--- src/rtl/regfile_access_ctrl.sv ---
// Initiator for the 8x16 register file: serialises operand reads and writebacks
// from the control unit and returns the A/B operand pair through a valid/ready response.
module regfile_access_ctrl #(
  parameter int DATA_W = 16,
  parameter int ADDR_W = 3
) (
  input  logic              clk,
  input  logic              rst_n,
  input  logic              req_valid,
  output logic              req_ready,
  input  logic              req_write,
  input  logic [ADDR_W-1:0] req_addr_a,
  input  logic [ADDR_W-1:0] req_addr_b,
  input  logic [DATA_W-1:0] req_wdata,
  output logic              rsp_valid,
  input  logic              rsp_ready,
  output logic [DATA_W-1:0] rsp_a,
  output logic [DATA_W-1:0] rsp_b,
  output logic [ADDR_W-1:0] Write_addr,
  output logic              Write_enable,
  output logic [DATA_W-1:0] Write_data,
  output logic [ADDR_W-1:0] ReadA_addr,
  output logic [ADDR_W-1:0] ReadB_addr,
  input  logic [DATA_W-1:0] ReadA_data,
  input  logic [DATA_W-1:0] ReadB_data
);

  typedef enum logic [2:0] {
    IDLE,
    WR_ISSUE,
    RD_ADDR,
    RD_ISSUE,
    RD_HOLD
  } state_t;

  state_t state;

  always_ff @(posedge clk or negedge rst_n) begin
    if (!rst_n) begin
      state        <= IDLE;
      req_ready    <= 1'b0;
      rsp_valid    <= 1'b0;
      rsp_a        <= '0;
      rsp_b        <= '0;
      Write_addr   <= '0;
      Write_enable <= 1'b0;
      Write_data   <= '0;
      ReadA_addr   <= '0;
      ReadB_addr   <= '0;
    end else begin
      case (state)
        IDLE: begin
          // req_ready is registered, so the first cycle out of reset only arms it
          if (req_ready && req_valid) begin
            req_ready <= 1'b0;
            if (req_write) begin
              Write_addr   <= req_addr_a;
              Write_data   <= req_wdata;
              Write_enable <= 1'b1;
              state        <= WR_ISSUE;
            end else begin
              ReadA_addr <= req_addr_a;
              ReadB_addr <= req_addr_b;
              state      <= RD_ADDR;
            end
          end else begin
            req_ready <= 1'b1;
          end
        end
        WR_ISSUE: begin
          Write_enable <= 1'b0;
          req_ready    <= 1'b1;
          state        <= IDLE;
        end
        RD_ADDR: begin
          // read addresses settle into the file before the issue cycle samples it
          state <= RD_ISSUE;
        end
        RD_ISSUE: begin
          rsp_a     <= ReadA_data;
          rsp_b     <= ReadB_data;
          rsp_valid <= 1'b1;
          state     <= RD_HOLD;
        end
        RD_HOLD: begin
          if (rsp_ready) begin
            rsp_valid <= 1'b0;
            req_ready <= 1'b1;
            state     <= IDLE;
          end
        end
        default: begin
          Write_enable <= 1'b0;
          rsp_valid    <= 1'b0;
          req_ready    <= 1'b0;
          state        <= IDLE;
        end
      endcase
    end
  end

endmodule
--- config.mk ---
export PLATFORM = sky130hd
export DESIGN_NAME = regfile_access_ctrl
export DESIGN_NICKNAME = d
export VERILOG_FILES = /design/src/rtl/regfile_access_ctrl.sv
export SDC_FILE = /design/constraint.sdc
export NUM_CORES = 1
export LEC_CHECK = 0
export ABC_AREA = 1
export BUFFER_PORTS_ARGS = -buffer_cell sky130_fd_sc_hd__clkbuf_2
export CORE_ASPECT_RATIO = 1.4
export CORE_MARGIN = 5
export CORE_UTILIZATION = 49
export DETAILED_ROUTE_END_ITERATION = 10
export HOLD_SLACK_MARGIN = 0.02
export PLACE_DENSITY_LB_ADDON = 0.25
export SLEW_MARGIN = 20
export SYNTH_ARGS = -nofsm -noshare
export SYNTH_HDL_FRONTEND = slang
export SYNTH_SLANG_ARGS = --single-unit
--- constraint.sdc ---
create_clock -name clk -period 2.5 [get_ports clk]
set_input_delay 0.25 -clock clk [delete_from_list [all_inputs] [get_ports clk]]
set_output_delay 0.25 -clock clk [all_outputs]
set_load 0.01 [all_outputs]
* After elaboration in Yosys (flattened, before gate mapping)
Cells that the tools add are included.
Cells by class: bitwise operators 4, equal/unequal tests 7, multiplexer cells 12, reductions and logical operators 11
Operators with widths (number):
- 3-bit case mux with 4 select lines | 1
- 3-bit AND reduction | 3
- 3-bit by 2-bit == test with 1-bit output, second input constant | 2
- 3-bit two-way mux | 2
- 2-bit != test, second input constant | 3
- 2-bit AND reduction | 3
- 3-bit OR reduction | 2
- 1-bit two-way mux | 5
- 1-bit NOT | 4
- 1-bit case mux with 4 select lines | 1
- 3-bit by 1-bit == test with 1-bit output, second input constant | 1
- 3-bit == test, second input constant | 1
- 3-bit logical NOT | 1
- 1-bit case mux with 3 select lines | 1
- 2-bit two-way mux | 1
- 1-bit case mux with 2 select lines | 1
- 2-bit OR reduction | 1
- 1-bit logical AND | 1
Word-level totals: output and inout bits 60, word-level logic and storage cells 44, register bits after elaboration 63

* Logic depth before layout (Yosys ltp)
Gate-level depths: netlist of run 1.
depth in word-level cells 4, depth in mapped cells 6

* Worst setup path after synthesis of run 1
No wires, ideal clock.
path kind reg-to-reg, start point register req_ready, end point register Write_data[0], path buffers 1, data required time 2.383 ns, arrival 1.096 ns, stages on the path, launching flop included 7, library setup time 0.117 ns, slack 1.287 ns, cells stage by stage dfrtp_1 nand2_1 nor2_2 nand2_2 buf_2 nand2_1 nand2_1
Between the ends: word-level cells in the longest chain between the ends 2
RTL lines:
- start, declared | line 10 | output logic req_ready,
- start signal, assigned | line 41 | req_ready <= 1'b0;
- start signal, assigned | line 55 | req_ready <= 1'b0;
- start signal, assigned | line 67 | req_ready <= 1'b1;
- 1-bit logical AND | line 54 | if (req_ready && req_valid) begin
- 3-bit AND reduction (no source line)
- end signal, assigned | line 58 | Write_data <= req_wdata;
- end, declared | line 21 | output logic [DATA_W-1:0] Write_data,
No other way between the ends. A chain may end at the register's enable or synchronous reset.

* Final worst setup path of run 1
start point register state[2], end point register rsp_a[12]
Between the ends: word-level cells in the longest chain between the ends 1
RTL lines:
- start, declared | line 36 | state_t state;
- start signal, assigned | line 40 | state <= IDLE;
- start signal, assigned | line 60 | state <= WR_ISSUE;
- start signal, assigned | line 64 | state <= RD_ADDR;
- 3-bit by 2-bit == test with 1-bit output | line 51 | case (state)
- end signal, assigned | line 80 | rsp_a <= ReadA_data;
- end, declared | line 17 | output logic [DATA_W-1:0] rsp_a,
No other way between the ends.

==> results of run 1 <==
-- repair_timing --
item,CTS,global route
hold buffers,1,0
setup endpoints to repair,0,0
hold endpoints to repair,27,0
resized for setup,0,0
-- cells by family (layout without fill, tap and decap cells) --
family | count (synthesis) | after routing | share of synthesized area
AO/OA/AOI/OAI | 41 | 41 | 0.0817
buffers and inverters | 51 | 178 | 0.0876
flip-flops | 63 | 63 | 0.624
AND/OR/NAND/NOR | 125 | 125 | 0.207
-- worst min path at each step --
stage	to	slack [ns]
after floorplan	ReadA_addr[0]	-0.05
after global placement	rsp_a[14]	0.33
after detailed placement	rsp_b[0]	0.33
after CTS	rsp_a[14]	0.11
after global routing	rsp_b[0]	0.11
final	rsp_a[14]	0.13
-- area by class of cell --
cell class,count,share of cell area
repair buffers,123,0.189
clock inverters,3,0.0191
clock buffers,13,0.0466
well taps,66,0.0242
multi-input cells,166,0.216
flip-flops and latches,63,0.463
inverters,39,0.0430
-- Yosys cell counts --
cell type   n
a31oi_1     1
nor2_2      1
and2_1      1
nand2_2     1
buf_4       4
nor3_4      1
clkbuf_1    1
nor2_1      4
inv_2       1
dfrtp_1    63
nand3b_1    1
o21ai_1    18
o21ai_0    21
inv_1      38
nand2_1    92
nand3_1    24
a21oi_1     1
buf_2       6
buf_6       1
-- power by group --
| group | total (mW) | switching [mW] | internal [mW] | leakage [nW] |
|---|---|---|---|---|
| registers | 1.79 | 0.286 | 1.51 | 0.777 |
| logic | 1.54 | 0.903 | 0.636 | 1.14 |
| clock network | 0.968 | 0.353 | 0.615 | 0.114 |
| total | 4.30 | 1.54 | 2.76 | 2.04 |
-- metal layers --
metal / up-vias / wire length [um]
met5: - / 0
met4: 0 / 75
met3: 7 / 461
met2: 79 / 3000
met1: 974 / 2160
li1: 1115 / -
-- registers in the layout (all words and copies together), names as in the netlist --
register,cells
ReadA_addr,3
ReadB_addr,3
Write_addr,3
Write_data,16
Write_enable,1
req_ready,1
rsp_a,16
rsp_b,16
rsp_valid,1
state,3
-- critical path: stages (launching register included) --
cell and delay (ns):
dfrtp_1 0.48, inv_2 0.11, nand3_2 0.07, buf_4 0.45
o21ai_0 0.17
-- through the flow --
stage	instance area [um2]	setup WS, ns
6_report	3410	1.04
2_1_floorplan	2530	1.29
3_5_place_dp	3170	1.07
4_1_cts	3410	1.06
3_3_place_gp	3170	1.10
5_1_grt	3410	0.878
==> results.md, run 1 <==
* Final hold slack at around 0.13 ns
* Crit end category: flip-flop
* Post-synthesis cell area at about 2500 um2
* H-tree levels at 3
* GPL Wtd Cong at roughly 0.75
* Starting Density at 0.497
* Die W at ~70 um
* Setup_tns at 0 ns
* Top cells by area, synth: dfrtp_1 62%, nand2_1 14%, inv_1 5.6%
* Initial antenna violation count at 0
* M2 GR Usage at 0.327
* Via/cell ratio at 4.60
* Routed WL at ~5700 um
* IO Pins at 119
* Placed cell count at approximately 460
* Seq/Total Area, Yosys at 0.624
* I/O Buffers at approximately 120
* First-pass GRT wire length at 9510 um
* Iteration count of the initial detailed-routing pass at 4
* Fin cells at 473
* Avg Inst Size Synth at about 9.0 um2
* Total GRT Usage at 0.183
* Dominant cell type by area after synthesis: dfrtp_1
* Setup violators final at 0
* Unrepaired setup endpoints after global routing: false
* Lkg Pwr at between 2 and 2.5 nW
* R2r worst-path depth at 4
* Ant diodes at 0
* R2R Path End: rsp_a[12]
* Multi-input gate area at about 730 um2
* Pins Over Slew Limit at 0
* Crit-path max FO at 65
* Fin nets at between 400 and 500
* # clock sinks at 63
* WL per Instance at ~12 um
* Yosys warns at 0
* CP required at about 2.7 ns
* Synth Register Bits at 63
* TritonCTS Buffers at 9
* R2R Setup Slk at ~1.0 ns
* Maxcap violations at 0
* Tot Pwr at between 4 and 5 mW
* Power Density at 1260 nW/um2
* Clk_lat worst skew at 0.33 ns
* Final ANT Viol Nets at 0
* Clock Pin Slew Worst Setup and Hold Paths at ~0.060 ns
* Count of cell types in the netlist at 19
* Clock Skews at approximately 0.0092 ns
* Max_slew headroom at 0.537
* Yosys top cell area share at 0.624
* Cells after synthesis at 280
* Initial drt markers at 97
* Clock Path Buffers at 2
* Met3 Track Usage GR at 0.0756
* Hold Fails Final Rpt at 0
* Die area at around 6700 um2
* Syn Nets at 339
* Commonest non-fill, non-tap cell in the layout: clkbuf_2
* Grt peak-use layer: met2
* Slew @ Worst Pin at slightly below 0.7 ns
* Share of cells above drive strength 1 at 0.346
* Vias at 2175
* Hold path depth at 3
* CTS tree: yes
* Setup bufs post-CTS at 0
* Worst setup SP type: flip-flop
* DRC at 0
* Root Buffer: clkbuf_8
* Worst Setup EP: rsp_a[12]
* Status: completed
* Crit path launch: state[2]
* Min-Delay Path Class: in -> reg
* Core area at 5080 um2
* DP HPWL at 4310 um
* Max IR drop VDD at about 850 uV
* Final Critical Period at approximately 1.5 ns
* FP Rows at 31
* Number of global-route vias before repair at 2167
* Die Y at between 90 and 100 um
* FF+latch area at between 1500 and 2000 um2
* Largest net degree at the start of global routing at 66
* Routing usage on met1 at 0.193
* Reg2reg start: state[2]
* Crit path kind: reg -> reg
* Grt total ovfl at 0
* Fill cells at 455
* Fmax at 686 MHz
* Arr. time, crit path at about 1.6 ns
* Area grow syn2layout at 34.8%
* Most frequent cells in the layout: 118 x clkbuf_2, 92 x nand2_1, 63 x dfrtp_1, 38 x inv_1, 23 x nand3_1
* Hold path startpoint: ReadA_data[14]
* Tcrit/Tclk final at 0.583
* Final core utilization at 0.671
Power figures use the tool's default switching activity.
==> inputs of run 2 (changes only) <==
Settings changed: CORE_UTILIZATION 49 to 41.
Clock period 2.5 ns to 1.17 ns, I/O delays scaled along.
==> results.md, run 2 (synthesis results as in run 1) <==
* Placed cell count at between 400 and 500
* Slowest cell on crit path: dfrtp_1
* Core area at about 5900 um2
* Critical path cell sequence: nor3_4 > buf_12 > buf_12 > buf_6 > nand3_1 > nand2_1
* Fmax at a little under 800 MHz
* DP HPWL at 4300 um
* Via/cell ratio at 4.88
* Failing checks: setup timing
* Pins Over Slew Limit at 0
* Iteration count of the initial detailed-routing pass at 4
* Root Buffer: clkbuf_8
* Hold Fails Final Rpt at 0
* Wl on met1 at 3110 um
* Tcrit/Tclk final at 1.10
* Die Y at about 100 um
* Clock Pin Slew Worst Setup and Hold Paths at around 0.070 ns
* Slew @ Worst Pin at between 0.3 and 0.4 ns
* GPL Wtd Cong at approximately 0.76
* Clock Path Buffers at 2
* Part of the power in combinational logic at 0.472
* Pint at slightly below 7 mW
* Unrepaired setup endpoints after global routing: true
* Starting Density at 0.425
* CP dominant cell by count: buf_12
* Min-Delay Path Class: in -> reg
* Final Critical Period at 1.29 ns
* Setup violators final at 52
* # clock sinks at 63
* Net Sw Frac at 0.385
* Arr. time, crit path at 1.55 ns
* Initial antenna violation count at 0
* H-tree levels at 3
* Status: complete, but fails checks
* CP required at 1.43 ns
* Power Density at ~2400 nW/um2
* Final WS setup at -0.120 ns
* FP Rows at 33
* Initial drt markers at 93
* Total GRT Usage at 0.188
* Maxcap violations at 0
* Share of cells above drive strength 1 at 0.476
* Number of global-route vias before repair at about 2.5k
* Grt total ovfl at 0
* Fin cells at between 500 and 600
* Die W at 76.4 um
* Max stage delay on crit path at 0.43 ns
* Fin nets at 537
* DR top layer: met4
* Ant diodes at 0
* Max IR drop VDD at roughly 1500 uV
* Commonest non-fill, non-tap cell in the layout: clkbuf_2
* Reg power frac at 0.357
* TritonCTS Buffers at 9
* Fill cells at 363
* Area grow syn2layout at 83.3%
* Routed WL at ~8900 um
* IO Pins at 119
* Tot Pwr at ~11 mW
* CTS tree: yes
* Largest net degree at the start of global routing at 65
* Crit-path max FO at 7
* DRC at 0
* First-pass GRT wire length at 11900 um
* Pre-CTS setup slack at -0.109 ns
* Final ANT Viol Nets at 0
* Most frequent cells in the layout: 118 x clkbuf_2, 63 x dfrtp_1, 58 x nand2_1, 48 x dlygate4sd3_1, 38 x inv_1
* Net Switching at between 4 and 5 mW
* Met3 Routed Length at approximately 620 um
* DP Area at roughly 3300 um2
* Lkg Pwr at roughly 2.5 nW
* Clock power frac at 0.171
* Cell area after layout at 4630 um2
* Clock Skews at about 0.010 ns
* Die area at approximately 7900 um2
* Vias at 2697
* Top flop regs: Write_data: 16 flops, rsp_a: 16 flops, rsp_b: 16 flops
* DR WL met2 at about 5000 um
* Worst setup SP type: flip-flop
* WL per Instance at ~16 um
* Crit end category: flip-flop
* I/O Buffers at between 100 and 150
* Max_slew headroom at 0.777
* Crit path kind: reg -> reg
* Clk_lat worst skew at 0.33 ns
==> run 2: worst paths after layout <==
| path | startpoint | endpoint | slack (ns) | cells after the start |
|---|---|---|---|---|
| worst max-delay path | state[0] | ReadB_addr[2] | -0.12 | 6 |
| worst min-delay path | ReadA_data[5] | rsp_a[5] | 0.03 | 3 |
| worst max register to register | state[0] | ReadB_addr[2] | -0.12 | 6 |
| worst min register to register | rsp_b[15] | rsp_b[15] | 0.49 | 2 |
| max in group asynchronous | rst_n | Write_data[0] | 0.55 | 3 |
| min in group asynchronous | rst_n | rsp_b[15] | 0.34 | 3 |
==> run 2: repair_timing <==
action                                  CTS  global route
hold buffers                             47             1
endpoints found under the setup margin   51            62
resized for setup                        13           105
gates cloned                              1            11
hold endpoints to repair                109             1
setup buffers                             4             0
pin swaps                                 2            20
==> run 2: stage by stage <==
step	hold slack [ns]	TNS, ns	util
2_1_floorplan	-0.179	0	-
3_3_place_gp	0.160	-0.803	0.558
3_5_place_dp	0.156	-1.83	0.558
4_1_cts	0.0206	-1.42	0.688
5_1_grt	0.0130	-6.72	0.779
6_report	0.0270	-3.24	0.779
==> run 2: layout make-up <==
| class | count | area (um2) | share of cell area |
|---|---|---|---|
| clock buffers | 13 | 169 | 0.0365 |
| clock inverters | 3 | 40.0 | 0.00864 |
| inverters | 39 | 154 | 0.0332 |
| multi-input cells | 168 | 1070 | 0.231 |
| flip-flops and latches | 63 | 1580 | 0.340 |
| well taps | 70 | 87.6 | 0.0189 |
| repair buffers | 197 | 1540 | 0.331 |
==> run 2: critical path: cells and delay by family, from the launching register on <==
family | cells | cell delay [ns]
buffers and inverters | 3 | 0.41
DFF | 1 | 0.43
and+or+nand+nor | 3 | 0.39
==> run 2: power by group through the flow <==
stage	Clock [mW]	Combinational (mW)	Sequential, mW
6_report	1.94	5.35	4.04
5_1_grt	2.10	5.78	4.17
3_3_place_gp	0	3.63	3.80
2_1_floorplan	0	1.42	4.28
4_1_cts	1.98	4.15	3.81
3_5_place_dp	0	3.73	3.83
==> run 2: metal layers <==
layer  track usage  up-vias
met3        0.0612       20
met4        0.0794        0
met5             0        -
met1         0.213     1294
met2         0.328      111
li1              -     1272
